$ cat src/rtl/cache_control.sv
// cache_control: 2-way set-associative L1 controller (hit decode, writeback, fill); CACHE_PERF_COUNTERS_EN adds hit/miss/writeback counters
module cache_control #(
   parameter int S_OFFSET = 5,
   parameter int S_INDEX = 3,
   parameter int S_TAG = 24
) (
   input logic clk,
   input logic rst,
   input logic mem_read,
   input logic mem_write,
   input logic [31:0] mem_address,
   output logic mem_resp,
   input logic hit1,
   input logic hit2,
   input logic dirty1,
   input logic dirty2,
   input logic lru,
   input logic [S_TAG-1:0] tag1,
   input logic [S_TAG-1:0] tag2,
   input logic pmem_resp,
   output logic pmem_read,
   output logic pmem_write,
   output logic [31:0] pmem_address,
   output logic way_sel,
   output logic data_src,
   output logic ld_data1,
   output logic ld_data2,
   output logic ld_tag1,
   output logic ld_tag2,
   output logic ld_dirty1,
   output logic ld_dirty2,
   output logic dirty_in,
   output logic ld_lru,
   output logic lru_out
`ifdef CACHE_PERF_COUNTERS_EN
   ,
   output logic [31:0] hit_count,
   output logic [31:0] miss_count,
   output logic [31:0] wb_count
`endif
);

   localparam logic [31:0] LINE_MASK = ~((32'd1 << S_OFFSET) - 32'd1);

   typedef enum logic [1:0] {CHECK, WRITEBACK, ALLOCATE} state_t;

   state_t state, next;
   logic req, hit, hw, v, vd;
   logic [S_TAG-1:0] vtag;

   assign req = mem_read | mem_write;
   assign hit = hit1 | hit2;
   assign hw = ~hit1 & hit2;
   assign v = lru;
   assign vd = v ? dirty2 : dirty1;
   assign vtag = v ? tag2 : tag1;

   // state register; reset forces CHECK so memory requests drop immediately
   always_ff @(posedge clk or posedge rst) begin
      if (rst) state <= CHECK;
      else state <= next;
   end

   // next state and all array/memory controls; everything held low during reset
   always_comb begin
      next = state;
      mem_resp = 1'b0;
      pmem_read = 1'b0;
      pmem_write = 1'b0;
      pmem_address = '0;
      way_sel = 1'b0;
      data_src = 1'b0;
      ld_data1 = 1'b0;
      ld_data2 = 1'b0;
      ld_tag1 = 1'b0;
      ld_tag2 = 1'b0;
      ld_dirty1 = 1'b0;
      ld_dirty2 = 1'b0;
      dirty_in = 1'b0;
      ld_lru = 1'b0;
      lru_out = 1'b0;
      if (!rst) begin
         case (state)
            CHECK: begin
               if (req && hit) begin
                  mem_resp = 1'b1;
                  way_sel = hw;
                  ld_lru = 1'b1;
                  lru_out = ~hw;
                  ld_data1 = mem_write & ~hw;
                  ld_data2 = mem_write & hw;
                  ld_dirty1 = mem_write & ~hw;
                  ld_dirty2 = mem_write & hw;
                  dirty_in = mem_write;
               end else if (req) begin
                  next = vd ? WRITEBACK : ALLOCATE;
               end
            end
            WRITEBACK: begin
               pmem_write = 1'b1;
               way_sel = v;
               pmem_address = {vtag, mem_address[S_OFFSET+S_INDEX-1:S_OFFSET], {S_OFFSET{1'b0}}};
               if (pmem_resp) next = req ? ALLOCATE : CHECK;
            end
            ALLOCATE: begin
               pmem_read = 1'b1;
               way_sel = v;
               pmem_address = mem_address & LINE_MASK;
               if (pmem_resp) begin
                  data_src = 1'b1;
                  ld_data1 = ~v;
                  ld_data2 = v;
                  ld_tag1 = ~v;
                  ld_tag2 = v;
                  ld_dirty1 = ~v;
                  ld_dirty2 = v;
                  next = CHECK;
               end
            end
            default: next = CHECK;
         endcase
      end
   end

`ifdef CACHE_PERF_COUNTERS_EN
   logic check_req;
   assign check_req = (state == CHECK) & req;

   // saturating event counters
   always_ff @(posedge clk or posedge rst) begin
      if (rst) begin
         hit_count <= '0;
         miss_count <= '0;
         wb_count <= '0;
      end else begin
         if (check_req && hit && hit_count != '1) hit_count <= hit_count + 32'd1;
         if (check_req && !hit && miss_count != '1) miss_count <= miss_count + 32'd1;
         if (check_req && !hit && vd && wb_count != '1) wb_count <= wb_count + 32'd1;
      end
   end
`endif

endmodule

$ cat config.mk
export PLATFORM = sky130hd
export DESIGN_NAME = cache_control
export DESIGN_NICKNAME = d
export VERILOG_FILES = /design/src/rtl/cache_control.sv
export SDC_FILE = /design/constraint.sdc
export NUM_CORES = 1
export LEC_CHECK = 0
export ABC_AREA = 1
export BUFFER_PORTS_ARGS = -buffer_cell sky130_fd_sc_hd__buf_2
export CELL_PAD_IN_SITES_DETAIL_PLACEMENT = 0
export CELL_PAD_IN_SITES_GLOBAL_PLACEMENT = 1
export CORE_UTILIZATION = 19
export DETAILED_ROUTE_END_ITERATION = 16
export PLACE_DENSITY_LB_ADDON = 0.05
export SYNTH_ARGS = -nofsm -noshare
export SYNTH_HDL_FRONTEND = slang
export SYNTH_SLANG_ARGS = --single-unit
$ cat constraint.sdc
create_clock -name clk -period 2.9 [get_ports clk]
set_clock_uncertainty 0.2 [all_clocks]
set_input_delay 0.58 -clock clk [delete_from_list [all_inputs] [get_ports clk]]
set_output_delay 0.58 -clock clk [all_outputs]
set_load 0.03 [all_outputs]
; After elaboration in Yosys (flattened, before gate mapping)
; Index checks and enable logic that the tools add are counted.
[totals]
ff_bits = 2
latch_bits = 0
ram_bits = 0
rom_bits = 0
in_bits = 90
mem_count = 0
[classes]
add_sub_neg = 0
n_mul = 0
div_mod_pow = 0
n_lt_le_gt_ge = 0
eq_ne = 6
shifts = 0
n_mux = 42
bitwise_logic = 9
n_reduce_logical = 4
[op_table]
columns = operator, n
row1 = one-hot mux 32 bit (2 select lines), 1
row2 = 2-to-1 mux 32 bit, 1
row3 = 2-to-1 mux 1 bit, 29
row4 = 2-to-1 mux 24 bit, 1
row5 = 2-to-1 mux 2 bit, 6
row6 = != test 2 bit (second input constant), 4
row7 = one-hot mux 1 bit (2 select lines), 3
row8 = one-hot mux 2 bit (3 select lines), 1
row9 = AND reduction 5 bit, 1
row10 = inverter 1 bit, 4
row11 = AND 1 bit, 3
row12 = == test 2 x 1 -> 1 bit (second input constant), 1
row13 = == test 2 bit (second input constant), 1
row14 = zero test 2 bit, 1
row15 = bitwise OR 1 bit, 2
row16 = OR reduction 2 bit, 1
row17 = logical AND 1 bit, 1

; Depth between registers and ports, before layout
; Gate-level depths: netlist of the first run.
[logic_depth]
word_depth = 7
ltp_mapped = 9

; Least setup slack after synthesis of the first run
; OpenSTA, ideal clock, no wires.
[synth_path]
path_kind = input-to-output
from = input rst
to = output dirty_in
t_arrival_ps = 1891
slack_ps = 229
cell_stages = 6
path_buffers = 1
cell_sequence = buf_2 > inv_2 > nand3_1 > nor2_1 > inv_2 > nor2_1
[synth_via]
elab_chain_len = 1
[synth_lines]
columns = item, line
row1 = start: declaration, 8  ; input logic rst,
row2 = 2-to-1 mux 1 bit, 82  ; if (!rst) begin
row3 = end: declaration, 32  ; output logic dirty_in,
; Every way passes these cells.

; Worst setup path after layout of the first run
[layout_path]
from = register state[1]
to = output pmem_address[21]
[layout_via]
elab_chain_len = 3
[layout_lines]
columns = item, line
row1 = start: declaration, 47  ; state_t state, next;
row2 = start signal: assignment, 61  ; else state <= next;
row3 = == test 2 bit / == test 2 x 1 -> 1 bit (equally long branches), 83  ; case (state)
row4 = one-hot mux 32 bit (2 select lines) (*), 83
row5 = 2-to-1 mux 32 bit (*), 82
row6 = end: declaration, 23  ; output logic [31:0] pmem_address,
; Mark *: on every way between the ends. The rest lies on a longest branch, timed or not.

==> results of run 1 <==
[power groups by stage]
stage / combinational [mW] / sequential (mW) / clock, mW
6_report: 0.871 / 0.0529 / 0.108
5_1_grt: 0.978 / 0.0545 / 0.112
4_1_cts: 0.889 / 0.0526 / 0.113
3_5_place_dp: 0.886 / 0.0529 / 0
3_3_place_gp: 0.887 / 0.0530 / 0
2_1_floorplan: 0.650 / 0.0497 / 0
[final timing paths]
| kind | slack [ns] | to |
|---|---|---|
| setup / recovery | 0.35 | pmem_address[21] |
| hold / removal | 0.12 | state[1] |
| setup reg to reg | 1.13 | state[1] |
| hold reg to reg | 0.35 | state[1] |
| max in group asynchronous | 2.25 | state[0] |
| min in group clk | 0.35 | state[1] |
[metal layers]
layer	global-route usage, %	part of all wire (%)	vias to the layer above
met5	0	0	-
met4	4.151	1.3	0
li1	-	-	898
met3	3.333	7.2	6
met2	27.59	47	72
met1	17.41	44	719
[kinds of logic after synthesis]
kind of cell               after synthesis  share of synthesized area [%]
and+or+nand+nor                        119                          46.84
AOI/OAI and AO/OA                       50                          23.60
buffers and inverters                   34                          19.86
adders and majority gates                4                          4.673
DFF                                      2                          4.673
other                                    1                         0.3501
[layout by cell type, fill, tap and decap left out, drive strengths merged]
master,count
a21oi,24
a31oi,2
buf,132
clkbuf,3
conb,5
dfrtp,2
ha,4
inv,13
nand2,44
nand3,5
nor2,65
nor3,2
nor3b,3
o21ai,24
[area by class of cell]
cell class / instances / area share (%)
multi-input cells: 178 / 47.27
repair buffers: 132 / 39.66
well taps: 70 / 5.029
flip-flops and latches: 2 / 2.874
inverters: 13 / 2.802
clock buffers: 3 / 2.371
[worst reg2reg max path: stages, from the launching register on]
cell and delay (ns):
dfrtp_1 0.39, inv_1 0.09, ha_1 0.22, buf_4 0.20, nor2_4 0.14, nor2_1 0.05
nor2_1 0.15, nand2_1 0.09, nand2_1 0.07, nand2_1 0.06
==> metrics.cfg, run 1 <==
[outcome]
outcome = complete, no violations

[sta]
min_period_over_period_pct = 87.98
rsz0062_at_grt = no
hold_viol_final = 0
layout_setup_ws_ns = 0.3485
tns_ns = 0
fmax_mhz = 391.9
setup_viol = 0
fin_crit_ns = 2.552
slew_violations = 0
worst_hold_slack_ns = 0.1205

[logic_synthesis]
synthTopCellsByCount = 54 x nor2_1, 43 x nand2_1, 24 x a21oi_1, 24 x o21ai_1
syn-mean-instance-area_um2 = 5.100
synth-edff-count = 0
synth_largest_area_cell = nor2_1
synth-async-reset-ratio_pct = 100.0
syn_inst = 210
synthTopCellsByArea = nor2_1 19%, nand2_1 15%, a21oi_1 11%
synth_ff_type = dfrtp_1
yosysTopAreaCellShare_pct = 18.93
ys_warn_count = 0
syn_area_um2 = 1071
synth.most_common_cell = nor2_1
yosysSeqAreaShare_pct = 4.673
synthDistinctLibCells = 20
ys_ff_latch = 2

[place]
port_buffers = 125
dpl.hpwl_um = 3586
dp_cells = 395
placed_cell_area_um2 = 1700
place_ws_ns = 0.4235
globalplace.congestion = 0.7601

[pwr]
ir_worst_vdd_mv = 0.4081
total_power_mw = 1.032
power.switching_uw = 625.3
comb_power_share_pct = 84.4
p_int_uw = 406.9
power_per_cell_area_nw_per_um2 = 592.7
power.share.sequential_pct = 5.1
p_sw_share_pct = 60.58
clockPowerShare_pct = 10.5
p_leak_nw = 1.004

[floorplan]
die-area_um2 = 5941
die_w_um = 77.08
core_area_um2 = 5270
ios = 136
num_rows = 26
die_y_um = 77.08
start_util_pct = 20.32

[routing]
ant_nets = 0
wl_um = 4519
vias_per_cell = 4.259
drcViolationCount = 0
drt_iter0_markers = 33
routedWlPerCell_um = 11.35
first_pass_iters = 4
num_vias = 1695

[critical_path]
critPathBufInv = 3
critPathMaxStageDelay_ns = 0.40
critPathMaxFanout = 25
startpoint = state[1]
path_cells = inv_1 > ha_1 > inv_2 > nor2_1 > o21ai_1 > a21oi_1 > buf_2
crit_family = buffers and inverters
crit_cells = 7
cp_slowest_cell = dfrtp_1
reg2reg_depth = 9
worst_setup_path_end_kind = output port
required_ns = 2.12
path_class = register to output port
cp.arrival_ns = 1.77
r2r-start = state[0]
cp-start-kind = register

[finish]
area_growth_pct = 62.62
reg_top3 = state: 2 flops
final_util_pct = 33.05
instances_no_fill = 398
fin_area_um2 = 1742
multi_input_area_um2 = 823.3
regMostFlops = state
layout-drive-gt1-share_pct = 46.04
n_fill_cell = 621
largest_reg_flops = 2
diodes = 0
nets = 424
layout.area.seq_um2 = 50.05

[clock_tree]
post_cts_buffers = 0
cts.sinks = 2
path_clk_slew_ns = 0.03
clockBufferDepth = 2
cts_buffers = 3
cts_tree = yes
htreeDepth = 1
cts_root_buf = clkbuf_8
post_cts_resize_count = 0
clk-insertion-delay-late_ns = 0.21
hold_buffers = 0

[grt]
grt_max_degree = 26
grtUsageTotal_pct = 15.08
grt_overflow = 0
antenna_found_initial = 0
first_global_vias = 1641
grt_pass1_wl_um = 7320

[worst_hold_path]
hp-class = input port to async pin

[flow_run]
cap_viol_max_count = 0

Note: power is estimated with default switching activity, not from simulation.
==> run 2: changes to the inputs <==
BUFFER_PORTS_ARGS = -buffer_cell sky130_fd_sc_hd__buf_4   (was -buffer_cell sky130_fd_sc_hd__buf_2)
==> run 2 against run 1 <==
Against the previous run: register-to-register slack improved by 0.05 ns; flip-flop and latch count unchanged; maximum frequency decreased by 1.9%; total power increased by 7.2%; non-clock buffer count decreased by 5.
==> metrics.cfg, run 2 (synthesis gave the netlist of run 1 again) <==
[pwr]
p_leak_nw = 1.051
total_power_mw = 1.107
ir_worst_vdd_mv = 0.3585
power_per_cell_area_nw_per_um2 = 548.8

[sta]
slew_violations = 0
fmax_mhz = 384.3
fin_crit_ns = 2.602
min_period_over_period_pct = 89.73
worst_hold_slack_ns = 0.08622
setup_viol = 0
tns_ns = 0
rsz0062_at_grt = no
hold_viol_final = 0
slew_headroom_pct = 62.30
tightest_slew_ns = 0.5635
layout_setup_ws_ns = 0.2979

[clock_tree]
post_cts_resize_count = 0
path_clk_slew_ns = 0.03
clockBufferDepth = 2
htreeDepth = 1
post_cts_buffers = 0
clk-insertion-delay-late_ns = 0.21
hold_buffers = 0
cts_root_buf = clkbuf_8
cts_buffers = 3
cts.sinks = 2
cts_tree = yes

[critical_path]
cp_slowest_cell = dfrtp_1
crit_cells = 5
critPathBufInv = 2
path_class = register to output port
r2r-start = state[0]
path_cells = inv_1 > ha_1 > nand2_2 > nor3b_1 > buf_4
worstReg2RegEnd = state[0]
rrSetupSlack_ns = 1.18
cp-start-kind = register
critPathMaxFanout = 27
critPathMaxStageDelay_ns = 0.39
worst_setup_path_end_kind = output port
reg2reg_depth = 8
required_ns = 2.12
cp.arrival_ns = 1.82
crit_family = simple AND/OR/NAND/NOR gates

[place]
port_buffers = 125
dpl.hpwl_um = 3501
place_ws_ns = 0.3950
globalplace.congestion = 0.7870

[routing]
drt_iter0_markers = 40
met2_length_um = 2159
routedWlPerCell_um = 11.79
wl_um = 4635
drcViolationCount = 0
num_vias = 1643
ant_nets = 0
vias_per_cell = 4.181
top_layer = met4
met1_length_um = 2092
first_pass_iters = 4
wl_met3_um = 332

[finish]
final_common_cell = buf_4
diodes = 0
area_growth_pct = 88.32
regMostFlops = state
layout-drive-gt1-share_pct = 45.20
nets = 419
layout_common_cells = 126 x buf_4, 54 x nor2_1, 43 x nand2_1, 24 x o21ai_1, 24 x a21oi_1
largest_reg_flops = 2
reg_top3 = state: 2 flops
final_util_pct = 38.27

[floorplan]
die_w_um = 77.08
die_y_um = 77.08
ios = 136
num_rows = 26
die-area_um2 = 5941
start_util_pct = 20.32
core_area_um2 = 5270

[flow_run]
cap_viol_max_count = 0

[grt]
first_global_vias = 1699
grt_overflow = 0
grt_pass1_wl_um = 7714
antenna_found_initial = 0
grt_max_degree = 29
grtUsageTotal_pct = 15.44

[outcome]
outcome = complete, no violations

[worst_hold_path]
hp-class = input port to async pin

==> run 2: changes by cell type in the layout (fill, tap and decap cells not counted), sizes merged <==
cell and delta:
buf -5
==> run 2: per-stage QoR <==
| stage | instances | cell area, um2 |
|---|---|---|
| 6_report | 393 | 2017 |
| 5_1_grt | 393 | 2017 |
| 4_1_cts | 393 | 2017 |
| 2_1_floorplan | 214 | 1086 |
| 3_3_place_gp | 390 | 1976 |
| 3_5_place_dp | 390 | 1976 |
==> run 2: worst register-to-register path, stage by stage, from the launching register on <==
cell and delay [ns]:
dfrtp_1 0.39, inv_1 0.08, ha_1 0.33, nor2_4 0.18, nor2_1 0.06, nor2_1 0.17, nand2_1 0.09, nand2_1 0.06
nand2_1 0.05
==> run 2: worst max-delay path by stage <==
stage / endpoint / start / slack, ns
after CTS: pmem_address[5] / state[0] / 0.24
after detailed placement: pmem_address[22] / lru / 0.39
after floorplan: dirty_in / rst / 0.23
after global placement: ld_dirty2 / lru / 0.38
after global routing: ld_data1 / state[0] / 0.09
final: pmem_address[5] / state[0] / 0.30
==> run 2: area by class of cell <==
cell class	count	area [um2]
fillers	606	3253
repair buffers	127	965.9
multi-input cells	178	823.3
well taps	70	87.58
flip-flops and latches	2	50.05
inverters	13	48.80
clock buffers	3	41.29
==> run 2: per-layer routing <==
metal | vias to the layer above | GRT usage [%]
li1 | 879 | -
met2 | 75 | 27.77
met5 | - | 0
met4 | 0 | 4.340
met3 | 6 | 2.143
met1 | 683 | 18.94
==> run 2: power by group <==
| group | switching [mW] | total, mW | internal (mW) | leakage (nW) |
|---|---|---|---|---|
| Combinational | 0.593 | 0.944 | 0.351 | 1.00 |
| Sequential | 0.0129 | 0.0528 | 0.0399 | 0.0256 |
| Clock | 0.0224 | 0.110 | 0.0878 | 0.0216 |
| Total | 0.628 | 1.11 | 0.479 | 1.05 |
